### src/rtl/food_eat_detector_if.sv
// -----------------------------------------------------------------------------
// food_eat_detector_if
//   Pixel-scan / sprite-region bus between the VGA pixel generator, the sprite
//   renderers and the food eat detector, plus the eaten_n strobe returned to
//   the food sprite.
//
//   pixel_tick     one-clk strobe marking a valid pixel_x/pixel_y
//   pixel_x        x of the current pixel (0..639)
//   pixel_y        y of the current pixel (0..479)
//   food_region    food sprite covers the current pixel
//   player_region  player sprite covers the current pixel
//   eaten_n        active-HIGH one-clk pulse: food eaten (to food sprite)
//
//   master: pixel/sprite side (drives scan and regions, receives eaten_n)
//   slave : detector side
// -----------------------------------------------------------------------------
interface food_eat_detector_if;
   logic       pixel_tick;
   logic [9:0] pixel_x;
   logic [9:0] pixel_y;
   logic       food_region;
   logic       player_region;
   logic       eaten_n;

   modport master (
      output pixel_tick, pixel_x, pixel_y, food_region, player_region,
      input  eaten_n
   );

   modport slave (
      input  pixel_tick, pixel_x, pixel_y, food_region, player_region,
      output eaten_n
   );
endinterface

### src/rtl/food_eat_detector.sv
// -----------------------------------------------------------------------------
// food_eat_detector
//   Counts pixels where the food and player sprites overlap during a frame.
//   At the next frame start it decides whether the food was eaten, pulses
//   eaten_n for one clock, and updates score, per-level food count and the
//   level-clear flag. After an eat, whole frames are ignored while the food
//   relocates.
//
//   clk          system clock
//   reset_n      asynchronous, active-low reset
//   enable       1 = game running; 0 = detection off
//   level        current level (0..15)
//   bus          pixel scan / sprite regions in, eaten_n out (slave modport)
//   score        accumulated score, saturating at all-ones
//   food_count   foods eaten in the current level
//   level_clear  high once food_count reaches FOODS_PER_LEVEL
// -----------------------------------------------------------------------------
module food_eat_detector #(
   parameter int unsigned FOODS_PER_LEVEL = 8,
   parameter int unsigned MIN_OVERLAP     = 4,
   parameter int unsigned COOLDOWN_FRAMES = 2,
   parameter int unsigned SCORE_W         = 8
) (
   input  logic                  clk,
   input  logic                  reset_n,
   input  logic                  enable,
   input  logic [3:0]            level,
   food_eat_detector_if.slave    bus,
   output logic [SCORE_W-1:0]    score,
   output logic [3:0]            food_count,
   output logic                  level_clear
);

   typedef enum logic [1:0] {ARMED, COOL, CLEAR} state_e;

   localparam logic [9:0] MIN_OVL   = 10'(MIN_OVERLAP);
   localparam logic [3:0] FPL       = 4'(FOODS_PER_LEVEL);
   localparam logic [3:0] COOL_INIT = 4'(COOLDOWN_FRAMES);

   state_e             state_q, state_d;
   logic [9:0]         ovl_cnt_q, ovl_cnt_d;
   logic [3:0]         cool_cnt_q, cool_cnt_d;
   logic [3:0]         level_q, level_d;
   logic               level_vld_q, level_vld_d;
   logic               eaten_q, eaten_d;
   logic [SCORE_W-1:0] score_q, score_d;
   logic [3:0]         food_count_q, food_count_d;
   logic               level_clear_q, level_clear_d;

   logic               frame_start;
   logic               hit_px;
   logic               level_chg;
   logic [SCORE_W:0]   score_sum;
   logic [3:0]         food_inc;

   always_ff @(posedge clk or negedge reset_n) begin
      if (!reset_n) begin
         state_q       <= ARMED;
         ovl_cnt_q     <= '0;
         cool_cnt_q    <= '0;
         level_q       <= '0;
         level_vld_q   <= 1'b0;
         eaten_q       <= 1'b0;
         score_q       <= '0;
         food_count_q  <= '0;
         level_clear_q <= 1'b0;
      end else begin
         state_q       <= state_d;
         ovl_cnt_q     <= ovl_cnt_d;
         cool_cnt_q    <= cool_cnt_d;
         level_q       <= level_d;
         level_vld_q   <= level_vld_d;
         eaten_q       <= eaten_d;
         score_q       <= score_d;
         food_count_q  <= food_count_d;
         level_clear_q <= level_clear_d;
      end
   end

   always_comb begin
      frame_start = bus.pixel_tick && (bus.pixel_x == '0) && (bus.pixel_y == '0);
      hit_px      = bus.pixel_tick && bus.food_region && bus.player_region && !frame_start;
      // level_q is only meaningful once captured after reset release
      level_chg   = level_vld_q && (level != level_q);
      score_sum   = {1'b0, score_q} + (SCORE_W+1)'(level_q) + (SCORE_W+1)'(1);
      food_inc    = food_count_q + 4'd1;

      state_d       = state_q;
      ovl_cnt_d     = ovl_cnt_q;
      cool_cnt_d    = cool_cnt_q;
      level_vld_d   = 1'b1;
      level_d       = level_vld_q ? level_q : level;
      eaten_d       = 1'b0;
      score_d       = score_q;
      food_count_d  = food_count_q;
      level_clear_d = level_clear_q;

      if (!enable) begin
         // Level changes seen while disabled are applied once re-enabled.
         state_d    = ARMED;
         ovl_cnt_d  = '0;
         cool_cnt_d = '0;
      end else if (level_chg) begin
         level_d       = level;
         food_count_d  = '0;
         level_clear_d = 1'b0;
         ovl_cnt_d     = '0;
         cool_cnt_d    = '0;
         state_d       = ARMED;
      end else begin
         if (frame_start) begin
            ovl_cnt_d = '0;
         end
         unique case (state_q)
            ARMED: begin
               if (frame_start) begin
                  if (ovl_cnt_q >= MIN_OVL) begin
                     eaten_d      = 1'b1;
                     score_d      = score_sum[SCORE_W] ? '1 : score_sum[SCORE_W-1:0];
                     food_count_d = food_inc;
                     if (food_inc == FPL) begin
                        level_clear_d = 1'b1;
                        state_d       = CLEAR;
                     end else begin
                        cool_cnt_d = COOL_INIT;
                        state_d    = COOL;
                     end
                  end
               end else if (hit_px && (ovl_cnt_q != '1)) begin
                  ovl_cnt_d = ovl_cnt_q + 10'd1;
               end
            end
            COOL: begin
               // The frame whose start empties the cooldown is already counted.
               if (frame_start) begin
                  cool_cnt_d = cool_cnt_q - 4'd1;
                  if (cool_cnt_q == 4'd1) begin
                     state_d = ARMED;
                  end
               end
            end
            CLEAR: begin
            end
            default: state_d = ARMED;
         endcase
      end
   end

   assign bus.eaten_n  = eaten_q;
   assign score        = score_q;
   assign food_count   = food_count_q;
   assign level_clear  = level_clear_q;

endmodule

### src/flat_wrapper.sv
// flat-port wrapper written by rule: the top's interface ports become plain ports
module food_eat_detector_flat 
#(
   parameter int unsigned FOODS_PER_LEVEL = 8,
   parameter int unsigned MIN_OVERLAP     = 4,
   parameter int unsigned COOLDOWN_FRAMES = 2,
   parameter int unsigned SCORE_W         = 8
)
  (clk, reset_n, enable, level, score, food_count, level_clear, bus_pixel_tick, bus_pixel_x, bus_pixel_y, bus_food_region, bus_player_region, bus_eaten_n);
  food_eat_detector_if bus_i ();
  input  logic clk;
  input  logic reset_n;
  input  logic enable;
  input  logic [3:0] level;
  output logic [SCORE_W-1:0] score;
  output logic [3:0] food_count;
  output logic level_clear;
  input wire logic [$bits(bus_i.pixel_tick)-1:0] bus_pixel_tick;
  input wire logic [$bits(bus_i.pixel_x)-1:0] bus_pixel_x;
  input wire logic [$bits(bus_i.pixel_y)-1:0] bus_pixel_y;
  input wire logic [$bits(bus_i.food_region)-1:0] bus_food_region;
  input wire logic [$bits(bus_i.player_region)-1:0] bus_player_region;
  output wire logic [$bits(bus_i.eaten_n)-1:0] bus_eaten_n;
  assign bus_i.pixel_tick = bus_pixel_tick;
  assign bus_i.pixel_x = bus_pixel_x;
  assign bus_i.pixel_y = bus_pixel_y;
  assign bus_i.food_region = bus_food_region;
  assign bus_i.player_region = bus_player_region;
  assign bus_eaten_n = bus_i.eaten_n;
  food_eat_detector #(.FOODS_PER_LEVEL(FOODS_PER_LEVEL), .MIN_OVERLAP(MIN_OVERLAP), .COOLDOWN_FRAMES(COOLDOWN_FRAMES), .SCORE_W(SCORE_W)) u_core (.clk(clk), .reset_n(reset_n), .enable(enable), .level(level), .bus(bus_i), .score(score), .food_count(food_count), .level_clear(level_clear));
endmodule
### config.mk
export PLATFORM = sky130hd
export DESIGN_NAME = food_eat_detector_flat
export DESIGN_NICKNAME = d
export VERILOG_FILES = /design/src/rtl/food_eat_detector_if.sv /design/src/rtl/food_eat_detector.sv /design/src/flat_wrapper.sv
export SDC_FILE = /design/constraint.sdc
export NUM_CORES = 1
export LEC_CHECK = 0
export CELL_PAD_IN_SITES_DETAIL_PLACEMENT = 1
export CELL_PAD_IN_SITES_GLOBAL_PLACEMENT = 1
export CORE_MARGIN = 5
export CORE_UTILIZATION = 39
export DETAILED_ROUTE_END_ITERATION = 12
export GPL_TIMING_DRIVEN = 0
export PLACE_DENSITY = 0.78
export SLEW_MARGIN = 20
export SYNTH_ARGS = -nofsm -noshare
export SYNTH_HDL_FRONTEND = slang
export SYNTH_SLANG_ARGS = --single-unit
### constraint.sdc
create_clock -name clk -period 2.75 [get_ports clk]
set_input_delay 0.275 -clock clk [delete_from_list [all_inputs] [get_ports clk]]
set_output_delay 0.275 -clock clk [all_outputs]
set_load 0.03 [all_outputs]
## Word level (Yosys, flattened, before mapping)

Cells that the tools add are included.

- Flip-flop bits (word level): 35
- Input port bits: 30
- Output and inout bits: 14
- Word-level logic and storage cells: 88

- Add/sub/neg operators: 5
- Magnitude comparators: 1
- Equality and inequality tests: 13
- Multiplexer cells: 39
- Bitwise logic cells: 1
- Reductions and logical operators: 20

Operators with widths:

| operator | number |
|---|---|
| $mux W10 | 6 |
| $mux W4 | 13 |
| $logic_not A10 Y1 | 2 |
| $reduce_and A5 Y1 | 4 |
| $ne A4 B2 Y1 const B | 4 |
| $mux W2 | 7 |
| $add A10 B1 Y10 const B | 1 |
| $ge A10 B3 Y1 const B | 1 |
| $mux W1 | 10 |
| $ne A10 B10 Y1 const B | 1 |
| $add A8 B4 Y9 | 1 |
| $add A9 B1 Y9 const B | 1 |
| $mux W8 | 1 |
| $pmux W4 S2 | 1 |
| $reduce_bool A2 Y1 | 4 |
| $logic_and A1 B1 Y1 | 7 |
| $pmux W2 S3 | 1 |
| $add A4 B1 Y4 const B | 1 |
| $eq A4 B1 Y1 const B | 1 |
| $eq A4 B4 Y1 const B | 1 |
| $ne A4 B1 Y1 const B | 1 |
| $ne A4 B3 Y1 const B | 1 |
| $ne A4 B4 Y1 | 1 |
| $reduce_and A4 Y1 | 1 |
| other kinds (7) | 7 |

## Depth between registers and ports, before layout

Gate-level depths: netlist of run 1.

- Depth after elaboration: 11
- Mapped depth: 9
- Mapped depth without buffers: 9

## Worst setup path before layout of run 1

Ideal clock, no wire load.

- Path type: reg-to-reg
- Start point: register u_core.state_q[1]
- End point: register u_core.score_q[6], in the netlist u_core.score[6]
- Setup time: 128 ps
- Arrival: 2061 ps
- Data required time: 2622 ps
- Setup slack: 562 ps
- Cell stages (with the launch flop): 6
- Path buffers: 0
- Period minus slack after synthesis: 2188 ps
- Cells stage by stage: dfrtp_1 or4_1 a211o_1 nor4b_4 nand4_1 mux2_1

- Longest elaborated chain between the ends: 2

Ends and longest elaborated chain:

| what | RTL line | source |
|---|---|---|
| start, declared | food_eat_detector.sv:40 | `state_e state_q, state_d;` |
| start signal, assigned | food_eat_detector.sv:68 | `state_q <= state_d;` |
| $logic_not A2 Y1 | food_eat_detector.sv:114 | `unique case (state_q)` |
| $reduce_and A5 Y1 (no line) | - |  |
| end signal, assigned | food_eat_detector.sv:74 | `score_q <= score_d;` |
| end, declared | food_eat_detector.sv:46 | `logic [SCORE_W-1:0] score_q, score_d;` |

No other way between the ends.
A chain may end at the register's enable or synchronous reset.

## Worst setup path in the final report of run 1

- Start point: register u_core.state_q[0]
- End point: register u_core.score_q[2], in the netlist u_core.score[2]

Same word-level chain as after synthesis.

==> results of run 1 <==
[layer usage]
layer  up-vias  wire length, um
met5         -                0
met4         0               61
met3         7              145
met2        25             2650
met1       860             2410
li1        844                -
[registers in the layout, summed over array words and instances, names as in the netlist]
name                count
u_core.level_clear      1
u_core.ovl_cnt_q       10
u_core.state_q          2
u_core.food_count       4
u_core.score            8
u_core.level_q          4
u_core.cool_cnt_q       4
u_core.level_vld_q      1
u_core.bus.eaten_n      1
[per-stage QoR]
step | instance area [sq um] | hold WS, ps | instances | utilization (%)
final | 2670 | 367 | 328 | 52.3
after global routing | 2670 | 370 | 328 | 52.3
after CTS | 2670 | 367 | 328 | 52.3
after detailed placement | 2580 | 141 | 319 | 50.5
after global placement | 2560 | 467 | 318 | 50.2
after floorplan | 2040 | -20.6 | 205 | -
[worst paths after layout]
kind | end | slack [ps] | depth (start not counted) | start
max | u_core.score[2] | 230 | 6 | u_core.state_q[0]
min | u_core.score[3] | 370 | 2 | reset_n
max reg2reg | u_core.score[2] | 230 | 6 | u_core.state_q[0]
min reg2reg | u_core.level_clear | 490 | 2 | u_core.level_clear
max in group asynchronous | u_core.ovl_cnt_q[7] | 1970 | 3 | reset_n
min in group clk | u_core.level_clear | 490 | 2 | u_core.level_clear
[critical path: stages (launching register included)]
cell and delay (ps):
dfrtp_1 460, or4_1 570, a211o_1 330, nor4b_4 520, buf_2 350, nor2_1 70, a31oi_1 140
[logic make-up after synthesis]
group	Yosys count	share of synthesized area [%]
AO/OA/AOI/OAI	37	13.0
XOR/XNOR	14	6.00
adder cells (fa/ha/maj)	10	6.49
buffers and inverters	15	3.18
flip-flops	35	42.8
multiplexers	9	4.83
other	1	0.183
AND/OR/NAND/NOR	84	23.5
[cells in the final DEF (no fill, tap or decap), types with 7 or more instances in the layout]
cell and instances:
dfrtp_1 35, inv_1 11, nor3_1 7, nand3_1 7
nor2_1 17, xnor2_1 8, nand2_1 16, ha_1 9
clkdlybuf4s50_1 42
[cell type report]
| type | count | area, sq um | share of cell area, % |
|---|---|---|---|
| clock inverters | 3 | 15.0 | 0.562 |
| well taps | 70 | 87.6 | 3.28 |
| repair buffers | 45 | 455 | 17.0 |
| flip-flops and latches | 35 | 876 | 32.8 |
| clock buffers | 5 | 68.8 | 2.58 |
| plain buffers | 4 | 23.8 | 0.890 |
| multi-input cells | 155 | 1100 | 41.3 |
| inverters | 11 | 41.3 | 1.55 |
[report_power, final]
group          total (mW)  switching (mW)  internal, mW  leakage [nW]
logic               0.115          0.0512        0.0636         0.610
registers           0.527         0.00655         0.521         0.473
clock network       0.361           0.188         0.173        0.0477
total                1.00           0.246         0.758          1.13
[what timing repair did]
item	4_1_cts	5_1_grt
hold buffers	1	0
endpoints found under the hold margin	6	0
buffers inserted	0	0
==> results.toml, run 1 <==
[finish]
drive_gt1_share_pct = 8.53
fillCellCount = 601
diodes = 0
area_delta_synth_final_pct = 30.7
fin_nets = 297

[die]
core_area_sq_um = 5110
fp.dieH_um = 82.4
die_area_sq_um = 6790
initial_utilization_pct = 40.0
boundaryPins = 44
dieWidth_um = 82.4
fp-row-count = 26

[power]
power.density_nw_per_um2 = 376
report.power.total_mw = 1.00
ir_worst_vdd_v = 0.000238
leakagePower_nw = 1.13

[yosys]
synth_nets = 245
postSynth.asyncResetShare_pct = 100
yosysUniqueCellTypes = 52
yosysMostFrequentCell = "dfrtp_1"
synth_edf_count = 0
syn-mean-instance-area_sq_um = 9.97
yosysWarnings = 0
synth-seq-cells = 35
netlist_area_sq_um = 2040
yosysSeqAreaShare_pct = 42.8
synth_ff_type = "dfrtp_1"
synth_common_cells = "35 x dfrtp_1, 17 x nor2_1, 16 x nand2_1, 11 x inv_1, 9 x ha_1"
yosysTopAreaCell = "dfrtp_1"
synth_top_area_share_pct = 42.8
synthCells = 205
synth_area_leaders = "dfrtp_1 43%, ha_1 5.5%, xnor2_1 3.4%, nor2_1 3.1%, nand2_1 2.9%"

[setup_path]
worstSetupPathType = "reg2reg"
worstPathMaxFanout = 10
crit_arrival_ps = 2720
critPathLaunchType = "flop"
cp_data_required_time_ps = 2960
cp-end-kind = "flop"

[clock_network]
path_clk_slew_ps = 70
cts_made_buffers = 5
cts_tree = "yes"
clock_sinks = 35
post_cts_resized = 0
clk_latency_ps = 280
htreeDepth = 2
clockRootBuffer = "clkbuf_8"
clockBufferDepth = 2

[sta]
finalSetupViolations = 0
min_period_ps = 2520
max_slew.worst_pin.slew_ps = 745
max_freq_ghz = 0.397
final_max_slew_viol_count = 0
hold_violations = 0
slew_headroom_pct = 50.2
setup-tns-final_ps = 0
fin_ws_ps = 233
min_period_over_period_pct = 91.5
rsz0062_at_grt = "no"
fin_skew_ps = 4.05

[drt]
drt-pass1-iter-count = 4
routedWlPerCell_um = 16.0
final_antenna_net_count = 0
drtIter0Drc = 40
viasPerCell = 5.29
drc = 0
drt_wl_total_mm = 5.26
vias = 1736

[placement]
port_buffers = 43
place_hpwl_mm = 4.13
place_ws_ps = 20.8
place.gp.congestion = 0.726

[global_route]
grt_overflow = 0
grt_pass1_wl_mm = 9.09
grt_pass1_vias = 1925
grt_max_degree = 30
grt_busiest_layer = "met2"
met3_usage_pct = 3.25
met1_usage_pct = 22.4
antenna_found_initial = 0
track_usage_pct = 17.3
grtUsageMet2_pct = 29.2

[status]
status = "finished clean"

[worst_hold_path]
hp-class = "in2async"

[flow_run]
maxCapViolations = 0
Power figures use the tool's default switching activity.
==> run 2: changes to the inputs <==
--- a/config.mk
+++ b/config.mk
@@ -7,7 +7,7 @@
 export LEC_CHECK = 0
 export CELL_PAD_IN_SITES_DETAIL_PLACEMENT = 1
 export CELL_PAD_IN_SITES_GLOBAL_PLACEMENT = 1
-export CORE_MARGIN = 5
+export CORE_MARGIN = 1
 export CORE_UTILIZATION = 39
 export DETAILED_ROUTE_END_ITERATION = 12
 export GPL_TIMING_DRIVEN = 0
==> run 2 against run 1 <==
Compared with the run above: non-clock buffer count is the same; sequential power is essentially flat; total power grew 1.4%; critical path type unchanged; largest cell class unchanged; highest routed layer unchanged.
==> results.toml, run 2 (same netlist as run 1, synthesis figures left out) <==
[setup_path]
path_cells = "or4_1 > a211o_1 > nor4b_4 > nand4_1 > mux2_1"
critPathMaxStageDelay_ps = 550
cpMaxStageDelayCell = "or4_1"
critPathLaunchType = "flop"
critPathTopFamily = "simple AND/OR/NAND/NOR gates"
cp_data_required_time_ps = 2920
worstSetupPathType = "reg2reg"
worstPathMaxFanout = 9
crit_arrival_ps = 2690
worst-path-buf-inv = 0
cp-end-kind = "flop"

[finish]
layout_commonest_cell = "clkdlybuf4s50_1"
largest_register_ffs = 10
instances_no_fill = 324
diodes = 0
fin_nets = 297
top_register = "u_core.ovl_cnt_q"
area_delta_synth_final_pct = 31.0
final_util_pct = 54.9
drive_gt1_share_pct = 8.17
final_cell_mix = "42 x clkdlybuf4s50_1, 35 x dfrtp_1, 17 x nor2_1"

[drt]
drt-pass1-iter-count = 4
drtIter0Drc = 38
drt_wl_total_mm = 4.77
viasPerCell = 5.36
drc = 0
vias = 1738
final_antenna_net_count = 0
routedWlPerCell_um = 14.7

[clock_network]
clockBufferDepth = 2
clockRootBuffer = "clkbuf_8"
path_clk_slew_ps = 70
clock_sinks = 35
cts_setup_buffers = 0
cts_made_buffers = 5
cts_tree = "yes"
htreeDepth = 2
clk_latency_ps = 280

[global_route]
antenna_found_initial = 0
grt_pass1_wl_mm = 8.34
grt_pass1_vias = 1728
grt_max_degree = 23
track_usage_pct = 19.9
grt_overflow = 0

[die]
die_area_sq_um = 5540
fp.dieH_um = 74.4
dieWidth_um = 74.4
boundaryPins = 44
initial_utilization_pct = 41.9
core_area_sq_um = 4880
fp-row-count = 25

[sta]
min_period_ps = 2520
max_freq_ghz = 0.397
finalSetupViolations = 0
setup-tns-final_ps = 0
slew_headroom_pct = 51.3
fin_skew_ps = 4.61
rsz0062_at_grt = "no"
final_max_slew_viol_count = 0
hold_violations = 0
max_slew.worst_pin.slew_ps = 730
min_period_over_period_pct = 91.6

[placement]
port_buffers = 43
place_hpwl_mm = 3.65
place.gp.congestion = 0.793
dp_cells = 316

[power]
seqPwrFrac_pct = 51.8
power.density_nw_per_um2 = 380
power.combinational.fraction_pct = 11.2
leakagePower_nw = 1.13
swShare_pct = 23.1
ir_worst_vdd_v = 0.000228
intPower_uw = 782
p_switching_uw = 235
clkPwrFrac_pct = 37.0

[worst_hold_path]
hp-class = "in2async"

[flow_run]
maxCapViolations = 0

[status]
status = "finished clean"
==> run 2: cell type report <==
cell class | instances | area [sq um]
buffer | 4 | 23.8
timing repair buffer | 45 | 463
tap | 67 | 83.8
clock buffer | 6 | 82.6
sequential | 35 | 876
inverter | 11 | 41.3
clock inverter | 1 | 5.00
multi-input combinational | 155 | 1100
fill | 570 | 2200
==> run 2: worst register-to-register path: stages (launching register included) <==
cell and delay, ps:
dfrtp_1 470, or4_1 550, a211o_1 330, nor4b_4 520
nand4_1 200, mux2_1 340
==> run 2: power by group through the flow <==
| stage | Combinational, mW | Clock (mW) | Sequential, mW |
|---|---|---|---|
| finish | 0.114 | 0.377 | 0.527 |
| global route | 0.128 | 0.412 | 0.527 |
| CTS | 0.116 | 0.394 | 0.527 |
| detailed placement | 0.114 | 0 | 0.537 |
| global placement | 0.107 | 0 | 0.536 |
| floorplan | 0.0440 | 0 | 0.536 |
==> run 2: worst paths after layout <==
check	startpoint	end	slack (ps)	depth (start not counted)
worst max-delay path	u_core.state_q[1]	u_core.score[6]	230	5
worst min-delay path	reset_n	u_core.ovl_cnt_q[7]	460	2
worst max register to register	u_core.state_q[1]	u_core.score[6]	230	5
max in group asynchronous	reset_n	u_core.level_clear	1860	3
worst min register to register	u_core.level_clear	u_core.level_clear	500	2
min in group clk	u_core.level_clear	u_core.level_clear	500	2
==> run 2: per-stage QoR <==
step / total power [mW] / area, sq um / hold WS [ps] / setup slack (ps)
after floorplan: 0.580 / 2040 / -20.6 / 562
after global placement: 0.643 / 2560 / 480 / 95.1
after detailed placement: 0.651 / 2580 / 212 / 85.9
after CTS: 1.04 / 2680 / 434 / 224
after global routing: 1.07 / 2680 / 490 / 83.1
final: 1.02 / 2680 / 460 / 230
==> run 2: what timing repair did <==
action,in CTS,in global routing
hold buffers,1,0
resized for setup,0,0
hold endpoints to repair,13,0
endpoints found under the setup margin,0,0
==> run 2: metal layers <==
metal  part of all wire (%)  wire, um  global-route usage (%)  up-vias
li1                       -         -                       -      841
met1                     49      2350                    28.2      855
met2                     47      2230                    30.8       38
met3                    3.2       151                    3.79        4
met4                   0.88        42                    5.66        0
met5                      0         0                       0        -
